--- config.mk ---
export PLATFORM = sky130hd
export DESIGN_NAME = cam_capture
export DESIGN_NICKNAME = d
export VERILOG_FILES = /design/src/rtl/cam_pkg.sv /design/src/rtl/cam_sync_edge.sv /design/src/rtl/cam_capture.sv
export SDC_FILE = /design/constraint.sdc
export NUM_CORES = 1
export LEC_CHECK = 0
export ABC_AREA = 0
export CAP_MARGIN = 20
export CELL_PAD_IN_SITES_DETAIL_PLACEMENT = 0
export CELL_PAD_IN_SITES_GLOBAL_PLACEMENT = 1
export CORE_MARGIN = 1
export CORE_UTILIZATION = 41
export CTS_CLUSTER_DIAMETER = 200
export DETAILED_ROUTE_END_ITERATION = 10
export PLACE_DENSITY = 0.95
export SETUP_SLACK_MARGIN = 0.1
export SYNTH_ARGS = -nofsm -noshare
export SYNTH_HDL_FRONTEND = slang
export SYNTH_SLANG_ARGS = --single-unit
--- constraint.sdc ---
create_clock -name clk -period 3.45 [get_ports clk]
set_input_delay 0.345 -clock clk [delete_from_list [all_inputs] [get_ports clk]]
set_output_delay 0.345 -clock clk [all_outputs]
set_load 0.05 [all_outputs]
--- src/rtl/cam_pkg.sv ---
// Shared definitions for the camera capture block: FSM encoding and size defaults.
package cam_pkg;

    localparam int CAM_AW           = 17;
    localparam int CAM_DW           = 16;
    localparam int CAM_FRAME_PIXELS = 76800;

    typedef enum logic [1:0] {
        ST_IDLE       = 2'd0,
        ST_WAIT_FRAME = 2'd1,
        ST_BYTE_HI    = 2'd2,
        ST_BYTE_LO    = 2'd3
    } cam_state_t;

endpackage

--- src/rtl/cam_sync_edge.sv ---
// Two-flop synchronizer for one camera control line, plus a third flop for edge detection.
module cam_sync_edge (
    input  logic clk,
    input  logic rst,
    input  logic i_async,
    output logic o_level,
    output logic o_rise,
    output logic o_fall
);

    logic r_s1;
    logic r_s2;
    logic r_s3;

    // NOTE: sequential state always uses <= so every flop samples the pre-edge value of its source.
    always_ff @(posedge clk) begin
        if (rst) begin
            r_s1 <= 1'b0;
            r_s2 <= 1'b0;
            r_s3 <= 1'b0;
        end else begin
            r_s1 <= i_async;
            r_s2 <= r_s1;
            r_s3 <= r_s2;
        end
    end

    assign o_level = r_s2;
    assign o_rise  = r_s2 & ~r_s3;
    assign o_fall  = ~r_s2 & r_s3;

endmodule

--- src/rtl/cam_capture.sv ---
// Camera byte-stream capture: pairs of bytes become RGB565 frame-buffer writes on clk.
// Defining CAM_CAPTURE_TESTPAT_EN adds input test_en, which replaces pixel data by an address pattern.
module cam_capture
    import cam_pkg::*;
#(
    parameter int AW           = CAM_AW,
    parameter int DW           = CAM_DW,
    parameter int FRAME_PIXELS = CAM_FRAME_PIXELS
) (
    input  logic          clk,
    input  logic          rst,
    input  logic          pclk,
    input  logic          vsync,
    input  logic          href,
    input  logic [7:0]    px_data,
`ifdef CAM_CAPTURE_TESTPAT_EN
    input  logic          test_en,
`endif
    output logic [AW-1:0] addr_in,
    output logic [DW-1:0] data_in,
    output logic          regwrite,
    output logic          frame_done,
    output logic          overflow
);

    logic       w_pclk_rise;
    logic       w_pclk_fall;
    logic       w_pclk_level;
    logic       w_vsync_rise;
    logic       w_vsync_fall;
    logic       w_vsync_level;
    logic       w_href;
    logic       w_href_rise;
    logic       w_href_fall;
    logic       w_unused_edges;

    cam_sync_edge u_sync_pclk (
        .clk     (clk),
        .rst     (rst),
        .i_async (pclk),
        .o_level (w_pclk_level),
        .o_rise  (w_pclk_rise),
        .o_fall  (w_pclk_fall)
    );

    cam_sync_edge u_sync_vsync (
        .clk     (clk),
        .rst     (rst),
        .i_async (vsync),
        .o_level (w_vsync_level),
        .o_rise  (w_vsync_rise),
        .o_fall  (w_vsync_fall)
    );

    cam_sync_edge u_sync_href (
        .clk     (clk),
        .rst     (rst),
        .i_async (href),
        .o_level (w_href),
        .o_rise  (w_href_rise),
        .o_fall  (w_href_fall)
    );

    assign w_unused_edges = &{1'b0, w_pclk_fall, w_pclk_level, w_vsync_level, w_href_rise, w_href_fall};

    // Data bus goes through the same two-stage delay so it lines up with the synchronized pclk edge.
    logic [7:0] r_px_s1;
    logic [7:0] r_px_s2;

    always_ff @(posedge clk) begin
        if (rst) begin
            r_px_s1 <= '0;
            r_px_s2 <= '0;
        end else begin
            r_px_s1 <= px_data;
            r_px_s2 <= r_px_s1;
        end
    end

    cam_state_t    r_state;
    cam_state_t    w_state_nxt;
    logic          w_frame_start;
    logic          w_frame_end;
    logic          w_cap_hi;
    logic          w_cap_lo;

    always_ff @(posedge clk) begin
        if (rst) r_state <= ST_IDLE;
        else     r_state <= w_state_nxt;
    end

    // NOTE: every always_comb output gets a default first, so no path can leave a latch behind.
    always_comb begin
        w_state_nxt   = r_state;
        w_frame_start = 1'b0;
        w_frame_end   = 1'b0;
        w_cap_hi      = 1'b0;
        w_cap_lo      = 1'b0;
        case (r_state)
            ST_IDLE: begin
                if (w_vsync_rise) begin
                    w_state_nxt   = ST_WAIT_FRAME;
                    w_frame_start = 1'b1;
                end
            end
            ST_WAIT_FRAME: begin
                if (w_vsync_fall) w_state_nxt = ST_BYTE_HI;
            end
            ST_BYTE_HI: begin
                if (w_vsync_rise) begin
                    w_state_nxt   = ST_WAIT_FRAME;
                    w_frame_start = 1'b1;
                    w_frame_end   = 1'b1;
                end else if (w_pclk_rise && w_href) begin
                    w_state_nxt = ST_BYTE_LO;
                    w_cap_hi    = 1'b1;
                end
            end
            ST_BYTE_LO: begin
                // vsync outranks a coincident pclk edge; a dropped href discards the half pixel.
                if (w_vsync_rise) begin
                    w_state_nxt   = ST_WAIT_FRAME;
                    w_frame_start = 1'b1;
                    w_frame_end   = 1'b1;
                end else if (!w_href) begin
                    w_state_nxt = ST_BYTE_HI;
                end else if (w_pclk_rise) begin
                    w_state_nxt = ST_BYTE_HI;
                    w_cap_lo    = 1'b1;
                end
            end
            default: w_state_nxt = ST_IDLE;
        endcase
    end

    logic [AW-1:0] r_addr;
    logic [15:0]   r_data;
    logic          r_regwrite;
    logic          r_frame_done;
    logic          r_overflow;
    logic [15:0]   w_lo_data;
    logic          w_addr_full;

`ifdef CAM_CAPTURE_TESTPAT_EN
    assign w_lo_data = test_en ? {r_addr[7:0], ~r_addr[7:0]} : {r_data[15:8], r_px_s2};
`else
    assign w_lo_data = {r_data[15:8], r_px_s2};
`endif

    assign w_addr_full = (r_addr == AW'(FRAME_PIXELS));

    always_ff @(posedge clk) begin
        if (rst) begin
            r_addr       <= '0;
            r_data       <= '0;
            r_regwrite   <= 1'b0;
            r_frame_done <= 1'b0;
            r_overflow   <= 1'b0;
        end else begin
            r_regwrite   <= 1'b0;
            r_frame_done <= w_frame_end;
            if (r_regwrite) r_addr <= r_addr + AW'(1);
            if (w_cap_hi) r_data[15:8] <= r_px_s2;
            if (w_cap_lo) begin
                r_data <= w_lo_data;
                if (w_addr_full) r_overflow <= 1'b1;
                else             r_regwrite <= 1'b1;
            end
            if (w_frame_start) begin
                r_addr     <= '0;
                r_overflow <= 1'b0;
            end
        end
    end

    assign addr_in    = r_addr;
    assign data_in    = DW'(r_data);
    assign regwrite   = r_regwrite;
    assign frame_done = r_frame_done;
    assign overflow   = r_overflow;

endmodule

# After elaboration in Yosys (flattened, before gate mapping)
# Cells that the tools add are included.
word_totals:
  inputBits: 13
  ff_bits: 62
  output_inout_bits: 36
  elab_cells: 62
op_classes:
  n_eq_ne: 8
  n_addsub: 1
  n_mux: 18
  n_reduce_logical: 10
  bitwise_logic: 8
op_table:
  columns: ["operator", "count"]
  rows:
  - ["$add 17x1->17 const B", 1]
  - ["$eq 17x17->1 const B", 1]
  - ["$mux 2", 7]
  - ["$mux 1", 10]
  - ["$pmux 2 s4", 1]
  - ["$reduce_or 2->1", 4]
  - ["$not 1->1", 5]
  - ["$eq 2x2->1 const B", 2]
  - ["$ne 2x1->1 const B", 2]
  - ["$ne 4x4->1 const B", 1]
  - ["$reduce_and 2->1", 2]
  - ["$reduce_and 4->1", 1]
  - ["$and 1x1->1", 3]
  - ["$ne 3x2->1 const B", 1]
  - ["$reduce_or 3->1", 1]
  - ["$eq 2x1->1 const B", 1]
  - ["$logic_not 2->1", 1]
  - ["$logic_and 1x1->1", 1]

# Logic depth before layout (Yosys ltp)
logic_depth:
  word_depth: 8
  mapped_depth: 6
  ltp_nobuf: 6

# Modules after synthesis
# A second synthesis with hierarchy kept.
hier_totals:
  hier_cells: 230
  hier_area_um2: 2308.5
modules_own_cells:
  columns: ["module", "n_inst", "cells_each", "area_each_um2", "seq_area_each_um2"]
  rows:
  - ["cam_capture", 1, 206, 2034.5, 1081.0]
  - ["cam_sync_edge", 3, 8, 91.3, 60.1]

# Worst setup path before layout
# Ideal clock, no wire load.
synth_path:
  path_type: "register to register"
  start: "register r_addr[0], in the netlist addr_in[0]"
  end: "register r_addr[14], in the netlist addr_in[14]"
  required_time_ps: 3380
  path_buffers: 1
  setup_ps: 70
  period_less_slack_ps: 1904
  stages_incl_launch_ff: 7
  arrival_time_ps: 1834
  path_slack_ps: 1546
  cell_sequence: "dfxtp_1 -> ha_1 -> and4_1 -> buf_2 -> nand4_2 -> or3_1 -> a21oi_1"
synth_via:
  elab_chain_len: 1
synth_lines:
  columns: ["element", "line_no", "rtl"]
  rows:
  - ["start, declared", "cam_capture.sv:136", "logic [AW-1:0] r_addr;"]
  - ["start signal, assigned", "cam_capture.sv:162", "if (r_regwrite) r_addr <= r_addr + AW'(1);"]
  - ["$add 17x1->17", "cam_capture.sv:162", null]
# Every way passes these cells.
# A chain may end at the register's enable or synchronous reset.

# Worst setup path after layout
layout_path:
  start: "register r_addr[4], in the netlist addr_in[4]"
  end: "output addr_in[4]"
layout_lines:
  columns: ["element", "line_no", "rtl"]
  rows:
  - ["end, declared", "cam_capture.sv:19", "output logic [AW-1:0] addr_in,"]
# No word-level cell between the ends.

==> out/metrics.cfg <==
[critical_path]
start_kind=flip-flop
arrival_ns=1.71
endpoint_kind=output port
path_max_fanout=9
cp_slowest_cell=clkdlybuf4s50_1
timing.rr.start=addr_in[0]$_SDFFE_PP0P_
cp-startpoint=addr_in[4]$_SDFFE_PP0P_
crit_chain=clkdlybuf4s50_1
crit_type=reg -> out
cp_num_buf_inv=1
cp_top_family=buffers and inverters
cp.required_ns=3.11
max_stage_delay_ns=0.87

[logic_synthesis]
yosysWarnings=0
syn_avg_cell_area_sq_um=10.09
seq_area_frac_synth_pct=54.42
synth-async-reset-ratio_pct=0
synth_top_flop_cell=dfxtp_1
syn-cell-area_sq_um=2281
syn-num-nets=241
ys_ff_latch=62
yosysUniqueCellTypes=37
synth_edf_count=0
postSynthCellCount=226

[finish]
area_growth_pct=31.32
drive_gt1_share_pct=6.475
diodes=0
fill_cells=453
nets=290

[placed_design]
place_congestion=0.7905
io_buffers=48
hpwl_um=2774

[drt]
wirelength_um=4025
wl_per_cell_um=11.57
post_drt_via_cell_ratio=4.698
dr_total_vias=1635
drcViolationCount=0
drtIter0Drc=103
final_antenna_net_count=0
drt_pre_antenna_iters=4

[power_and_ir_drop]
p_sw_share_pct=19.00
pwr-share-clk_pct=43.7
vdd_drop_max_mv=0.3609
power_leakage_nw=1.129
netSwitchingPower_w=0.0002623
p_per_area_nw_per_um2=460.8
p_comb_share_pct=3.0
internal-power_w=0.001118
power.total_w=0.001380
pwr-share-seq_pct=53.3

[clock_tree]
clkSinkCount=62
clock_latency_ns=0.31
cts_setup_buffers=0
cts_buffers=9
post_cts_resized=0
cts_hold_buf=0
root_buffer=clkbuf_8
clkTransAtPathRegs_ns=0.06
cts_tree=done
h-tree-depth=3
clock_path_buffers=2

[timing]
hold_violations=0
whs_ns=0.4338
maxSlewHeadroom_pct=49.58
tns_ns=0
timing.final.crit_share_pct=59.64
rsz0062_at_grt=false
clock_skew_ns=0.006408
setup_viol=0
slew_viol_final=0
finalCriticalPeriod_ns=2.058
max_freq_mhz=486.0
worstMarginPinSlew_ns=0.7506

[global_routing]
grt-ovfl-total=0
grt_max_degree=44
grtUsageTotal_pct=14.93
antenna_found_initial=0
grt_pass1_wl_um=6837
grt_pass1_vias=1517

[floorplanning]
die_y_um=76.59
chipWidth_um=76.59
rows=26
ios=49
core_area_sq_um=5238
start_util_pct=43.55
die_area_sq_um=5865

[hold_path]
min-delay-start=u_sync_href.r_s1$_SDFF_PP0_
hp-class=reg -> reg

[job]
cap_violations=0

[run_status]
outcome=finished clean

[cells by family after synthesis]
| group | share of synthesized area, % |
|---|---|
| xor gates and xnor gates | 4.608 |
| and+or+nand+nor | 25.67 |
| buffers and inverters | 3.182 |
| DFF | 54.42 |
| AOI/OAI and AO/OA | 2.578 |
| muxes | 8.447 |
| adders and majority gates | 1.097 |
[cell usage in the layout (no fill, tap or decap), drive strengths merged, types with 2 or more instances in the layout]
cell           count
nor2              35
xor2               5
xnor2              7
nand4              6
nor2b             25
dfxtp             62
clkbuf            13
nor4               2
nand2              7
ha                 2
and4               4
and3               4
o21ai              4
clkdlybuf4s50     48
mux2               2
or3                3
nand2b             3
mux2i             17
nand3              5
a21oi              5
nor4bb             2
nor3               3
inv                6
[routing by layer]
metal / track usage, % / wire (um) / up-vias
met4: 7.500 / 52 / 0
met5: 0 / 0 / -
met1: 18.07 / 2022 / 750
li1: - / - / 848
met3: 4.551 / 131 / 7
met2: 23.87 / 1819 / 30
[cell usage after synthesis, drive strengths merged (6+ instances only)]
library cell / number / area share, %
nor2b: 25 / 7.2
buf: 6 / 1.4
inv: 6 / 0.99
nand2: 7 / 1.2
nand4: 6 / 1.9
mux2i: 17 / 7.5
dfxtp: 62 / 54
xnor2: 7 / 2.7
nor2: 35 / 5.8
[flip-flops by register name (all words and copies together) (netlist names), 2 cells and up]
register / count
addr_in: 17
data_in: 16
r_px_s1: 8
r_state: 2
r_px_s2: 8
[final timing paths]
kind / slack [ns] / cells after the start / end
min: 0.43 / 1 / u_sync_href.o_level$_SDFF_PP0_
max: 1.39 / 1 / addr_in[4]
max reg2reg: 1.71 / 5 / addr_in[14]$_SDFFE_PP0P_
min reg2reg: 0.43 / 1 / u_sync_href.o_level$_SDFF_PP0_
[area by class of cell]
class | instances | area, sq um | share of cell area, %
clock buffer | 13 | 158.9 | 5.305
clock inverter | 1 | 30.03 | 1.003
inverter | 6 | 22.52 | 0.7519
multi-input combinational | 147 | 967.2 | 32.29
sequential | 62 | 1241 | 41.44
tap | 70 | 87.58 | 2.924
timing repair buffer | 49 | 488.0 | 16.29
[power groups by stage]
stage                     registers (W)  clock network [W]  logic (W)
after global routing           0.000736           0.000661  0.0000465
final                          0.000735           0.000603  0.0000417
after detailed placement       0.000751                  0  0.0000422
after floorplan                0.000749                  0  0.0000254
after CTS                      0.000735           0.000618  0.0000424
after global placement         0.000750                  0  0.0000415
[per-stage QoR]
| step | instances | worst slack [ns] | utilization [%] | instance area, sq um |
|---|---|---|---|---|
| floorplan | 226 | 1.546 | - | 2281 |
| global placement | 334 | 1.607 | 53.58 | 2806 |
| detailed placement | 334 | 1.568 | 53.58 | 2806 |
| CTS | 348 | 1.389 | 57.19 | 2995 |
| global route | 348 | 1.341 | 57.19 | 2995 |
| finish | 348 | 1.392 | 57.19 | 2995 |
(Power assumes the default switching activity.)
